`config.mk`:
```
export PLATFORM = sky130hd
export DESIGN_NAME = triangle_dispatch_ctrl
export DESIGN_NICKNAME = d
export VERILOG_FILES = /design/src/rtl/gfx_pkg.sv /design/src/rtl/tri_rr_arbiter.sv /design/src/rtl/triangle_dispatch_ctrl.sv
export SDC_FILE = /design/constraint.sdc
export NUM_CORES = 1
export LEC_CHECK = 0
export CAP_MARGIN = 20
export CORE_ASPECT_RATIO = 0.7
export CORE_UTILIZATION = 44
export CTS_CLUSTER_DIAMETER = 120
export CTS_CLUSTER_SIZE = 16
export DETAILED_ROUTE_END_ITERATION = 6
export PLACE_DENSITY = 0.87
export SETUP_SLACK_MARGIN = 0.1
export SYNTH_ARGS = -nofsm -noshare
export SYNTH_HDL_FRONTEND = slang
export SYNTH_SLANG_ARGS = --single-unit
```
`constraint.sdc`:
```
create_clock -name Clk -period 9.2 [get_ports Clk]
set_input_delay 1.38 -clock Clk [delete_from_list [all_inputs] [get_ports Clk]]
set_output_delay 1.38 -clock Clk [all_outputs]
set_load 0.005 [all_outputs]
```
`src/rtl/gfx_pkg.sv`:
```
// rtl/gfx_pkg.sv - shared triangle types and sizes for the dispatch path
package gfx_pkg;
    localparam int VTX_BITS   = 10;
    localparam int TRI_VERTS  = 3;
    localparam int TRI_BITS   = TRI_VERTS * 2 * VTX_BITS;
    localparam int OBUF_DEPTH = 2;

    // Three vertices, each an (x,y) pair of VTX_BITS-wide coordinates.
    typedef logic [TRI_VERTS-1:0][1:0][VTX_BITS-1:0] tri_t;
endpackage

```
`src/rtl/tri_rr_arbiter.sv`:
```
// rtl/tri_rr_arbiter.sv - round-robin grant over producer valids, pointer advances past the winner
module tri_rr_arbiter #(
    parameter int NUM_SRC = 2
) (
    input  logic                       Clk,
    input  logic                       Reset,
    input  logic                       block,
    input  logic [NUM_SRC-1:0]         valid,
    output logic [NUM_SRC-1:0]         grant,
    output logic [$clog2(NUM_SRC)-1:0] grant_idx
);
    localparam int PTR_W = $clog2(NUM_SRC);

    logic [PTR_W-1:0] rr_ptr;
    logic             hit;
    int               cand;

    always_comb begin
        grant     = '0;
        grant_idx = '0;
        hit       = 1'b0;
        cand      = 0;
        for (int k = 0; k < NUM_SRC; k++) begin
            cand = (int'(rr_ptr) + k) % NUM_SRC;
            if (!hit && valid[PTR_W'(cand)]) begin
                hit       = 1'b1;
                grant_idx = PTR_W'(cand);
            end
        end
        // The search result is still computed while blocked so fifo_tri_in stays meaningful.
        if (hit && !Reset && !block) begin
            grant[grant_idx] = 1'b1;
        end
    end

    always_ff @(posedge Clk) begin
        if (Reset) begin
            rr_ptr <= '0;
        end else if (|grant) begin
            rr_ptr <= (int'(grant_idx) == NUM_SRC - 1) ? '0 : grant_idx + 1'b1;
        end
    end
endmodule

```
`src/rtl/triangle_dispatch_ctrl.sv`:
```
// rtl/triangle_dispatch_ctrl.sv - merges producers into triangle_fifo and streams its output to the rasterizer
module triangle_dispatch_ctrl
    import gfx_pkg::*;
#(
    parameter int NUM_SRC = 2,
    parameter int CNT_W   = 16
) (
    input  logic               Clk,
    input  logic               Reset,
    input  logic [NUM_SRC-1:0] src_valid,
    input  tri_t [NUM_SRC-1:0] src_tri,
    output logic [NUM_SRC-1:0] src_ready,
    output logic               fifo_w_en,
    output tri_t               fifo_tri_in,
    output logic               fifo_r_en,
    input  tri_t               fifo_tri_out,
    input  logic               fifo_is_empty,
    input  logic               fifo_is_full,
    output logic               rast_valid,
    output tri_t               rast_tri,
    input  logic               rast_ready,
    output logic [CNT_W-1:0]   tri_count,
    output logic               idle
);
    logic [NUM_SRC-1:0]         grant;
    logic [$clog2(NUM_SRC)-1:0] grant_idx;

    tri_rr_arbiter #(
        .NUM_SRC (NUM_SRC)
    ) u_arb (
        .Clk       (Clk),
        .Reset     (Reset),
        .block     (fifo_is_full),
        .valid     (src_valid),
        .grant     (grant),
        .grant_idx (grant_idx)
    );

    assign src_ready   = grant;
    assign fifo_w_en   = |grant;
    assign fifo_tri_in = src_tri[grant_idx];

    tri_t       obuf [OBUF_DEPTH];
    logic [1:0] count;
    logic       inflight;
    logic       pop;
    logic [2:0] occupancy;
    logic [1:0] keep;

    assign rast_valid = !Reset && (count != 2'd0);
    assign rast_tri   = obuf[0];
    assign pop        = rast_valid && rast_ready;
    // Entries committed to the buffer after this edge, counting the read already in flight.
    assign occupancy  = {1'b0, count} + {2'b0, inflight} - {2'b0, pop};
    assign keep       = count - {1'b0, pop};
    assign fifo_r_en  = !Reset && !fifo_is_empty && (occupancy < 3'(OBUF_DEPTH));
    assign idle       = fifo_is_empty && !inflight && (count == 2'd0) && !(|src_valid);

    always_ff @(posedge Clk) begin
        if (Reset) begin
            count     <= 2'd0;
            inflight  <= 1'b0;
            tri_count <= '0;
        end else begin
            inflight <= fifo_r_en;
            count    <= occupancy[1:0];
            if (pop) begin
                tri_count <= tri_count + CNT_W'(1);
                obuf[0]   <= obuf[1];
            end
            // RAM data lands behind whatever survives this cycle's pop.
            if (inflight) begin
                if (keep == 2'd0) begin
                    obuf[0] <= fifo_tri_out;
                end else begin
                    obuf[1] <= fifo_tri_out;
                end
            end
        end
    end
endmodule

```
==> impl_results.md <==
* Share of cells above drive strength 1 at 20.1%
* Pin count of the biggest net entering global routing at 62
* Max FO, Critical Path at 25
* IO Port Bufs at 328
* RSZ-0062 raised after global routing: no
* Router iterations before antenna repair at 4
* Crit-path slowest cell: clkdlybuf4s50_1
* Post-DP HPWL at 14400 µm
* Static leakage at 3.53 nW
* Via count at 4538
* Total CTS buffers at 17
* DIE WIDTH at 148 µm
* Non-filler cells, final at 905
* H-tree depth at 4
* Hold path depth at 2
* Io pins at 329
* Fin. Hold Viols at 0
* Synthesized area at 6540 µm²
* Final ANT Viol Nets at 0
* Final Max Tran Viols at 0
* Synth-to-Final Area Change at 54.4%
* Crit path capture type: primary output
* Cell Count Post-Placement at 873
* Post-synth cell types at 36
* First-pass GRT wire length at 28900 µm
* Slew HR at 35.8%
* Cells after Synth at 428
* Critical path launch point type: input pin
* Starting Density at 46.1%
* Worst-path clk slew at 0.06 ns
* Setup violators final at 0
* Clk_skew at 0.00784 ns
* Peak VDD IR at 0.000194 V
* Setup TNS at 0 ns
* CTS resizes at 0
* Vias in the first global route at 4820
* Syn. warnings at 0
* Post-CTS Setup Bufs at 0
* Top Family by Delay on Critical Path: buffers and inverters
* Overflow after GRT at 0
* Routability cong. at 0.996
* Initial antenna violation count at 2
* WP depth at 10
* Final wirelength at 19600 µm
* Height of the die at 104 µm
* Antenna Cells at 0
* Syn Area/Cell at 15.3 µm²
* #FFs+latches synth at 140
* Critical Path AT at 4.82 ns
* Worst Tran Pin Value at 0.961 ns
* Clock period minus worst slack at 6.20 ns
* TritonCTS Sinks at 140
* Root buffer cell: clkbuf_16
* Fmax at 0.161 GHz
* DR WL/cell at 21.7 µm
* Clock latency on the worst-skew pair at 0.41 ns
* Core box area at 14200 µm²
* # hold bufs at CTS at 0
* Std-Cell Rows at 36
* Crit path required time at 7.82 ns
* CTS tree: yes
* Max clock buf depth at 2
* Min Hold Slack at 0.496 ns
* R2R cell count at 5
* Status: finished, final reports clean
* Max-Cap Viols at 0
* Period utilization at 67.4%
* PwrDens at 194 nW/µm²
* 1st-iter DRT viols at 241
* WS Path Type: in -> out
* Crit path cell chain: clkdlybuf4s50_1 -> o21ba_4 -> nand2_1 -> inv_1 -> ha_1 -> inv_1 -> ha_1 -> fa_1 -> nor4_1 -> clkdlybuf4s50_1
* HP Class: reg -> reg
* CP peak stage delay at 1.10 ns
* Total GRT Usage at 25.8%
* FILL cells at 950
* CP Buf/Inv Count at 4
* Sequential-to-total area share from yosys stat at 61.2%
* DRC at 0
* Nets@finish at 893
* Syn_nets at 619
* Die area at 15400 µm²
* Via/cell ratio at 5.01
[through the flow]
stage          power, mW  setup slack, ns  cell area, µm²  util (%)
3_3_place_gp        1.29             3.10            9520      67.1
6_report            1.95             3.00           10100      71.1
2_1_floorplan       1.09             2.80            6540         -
3_5_place_dp        1.30             3.03            9520      67.1
4_1_cts             1.97             3.02           10100      71.1
5_1_grt             2.03             2.76           10100      71.1
[logic make-up after synthesis]
kind of cell,count (synthesis),synth area share [%]
fa+ha+maj,4,0.880
mux,120,20.7
xor+xnor,10,1.34
buf+inv,84,9.24
compound gates,16,1.61
flops,140,61.2
simple gates,54,5.03
[layout by cell type (no fill, tap or decap), drive strengths merged]
| master | netlist | layout |
|---|---|---|
| and3 | 4 | 4 |
| dfxtp | 20 | 20 |
| or2 | 1 | 1 |
| a21oi | 8 | 8 |
| or4 | 4 | 4 |
| ha | 3 | 3 |
| nor2b | 4 | 4 |
| clkinv | 0 | 3 |
| clkbuf | 2 | 17 |
| inv | 7 | 16 |
| and2 | 2 | 2 |
| clkdlybuf4s50 | 0 | 328 |
| or3 | 3 | 3 |
| and4 | 2 | 2 |
| xnor2 | 2 | 2 |
| nor4 | 2 | 2 |
| nand3 | 7 | 7 |
| o21ba | 1 | 1 |
| fa | 1 | 1 |
| nor3 | 2 | 2 |
| nand3b | 1 | 1 |
| bufinv | 0 | 1 |
| xor2 | 8 | 8 |
| mux2 | 120 | 120 |
| nor2 | 9 | 9 |
| buf | 75 | 4 |
| nand4 | 5 | 5 |
| edfxtp | 120 | 120 |
| o31ai | 4 | 4 |
| nor3b | 1 | 1 |
| nand2 | 6 | 6 |
| o21ai | 3 | 3 |
| clkinvlp | 0 | 2 |
| or4b | 1 | 1 |
[metal layers]
layer / vias up / global-route usage [%] / share of wire [%]
li1: 2081 / - / -
met1: 2207 / 31.9 / 40
met2: 227 / 40.7 / 47
met3: 23 / 11.2 / 11
met4: 0 / 7.66 / 1.8
met5: - / 0 / 0
[worst register-to-register path, cell delays in order (launching register included)]
cell and delay (ns):
dfxtp_1 0.39, a21oi_2 0.18, nor3b_4 0.19, buf_4 0.65
or2_2 0.23, buf_4 0.61
[final cells by class]
class / instances / area (µm²) / share of cell area [%]
clock inverter: 15 / 150 / 1.49
clock buffer: 17 / 425 / 4.21
multi-input combinational: 204 / 1940 / 19.2
sequential: 140 / 4000 / 39.7
tap: 190 / 238 / 2.35
inverter: 7 / 26.3 / 0.260
timing repair buffer: 332 / 3310 / 32.8
[final timing paths]
path | endpoint | slack [ns] | start
worst max-delay path | fifo_r_en | 3.00 | Reset
worst max register to register | obuf[0][1] | 6.48 | count[1]
worst min-delay path | tri_count[15] | 0.50 | tri_count[15]
worst min register to register | tri_count[15] | 0.50 | tri_count[15]
[synth_stat cells (all sizes together)]
cell    instances  area [µm²]
edfxtp        120        3600
mux2          120        1350
buf            75         571
dfxtp          20         400
nor2            9        33.8
a21oi           8        43.8
xor2            8        70.1
inv             7        26.3
nand3           7        40.0
nand2           6        30.0
nand4           5        31.3
and3            4        25.0
nor2b           4        25.0
o31ai           4        30.0
or4             4        30.0
ha              3        37.5
o21ai           3        15.0
or3             3        18.8
and2            2        12.5
and4            2        17.5
clkbuf          2        7.51
nor3            2        10.0
nor4            2        12.5
xnor2           2        17.5
fa              1        20.0
nand3b          1        7.51
nor3b           1        18.8
o21ba           1        16.3
or2             1        6.26
or4b            1        10.0
[power breakdown]
group	leakage [nW]	switching, mW	internal [mW]
Combinational	1.99	0.187	0.277
Clock	0.281	0.285	0.382
Sequential	1.25	0.0272	0.796
[registers in the layout (all words and copies together), names as in the netlist]
register,count
count,2
inflight,1
obuf,120
tri_count,16
u_arb.rr_ptr,1
Note: power is estimated with default switching activity, not from simulation.
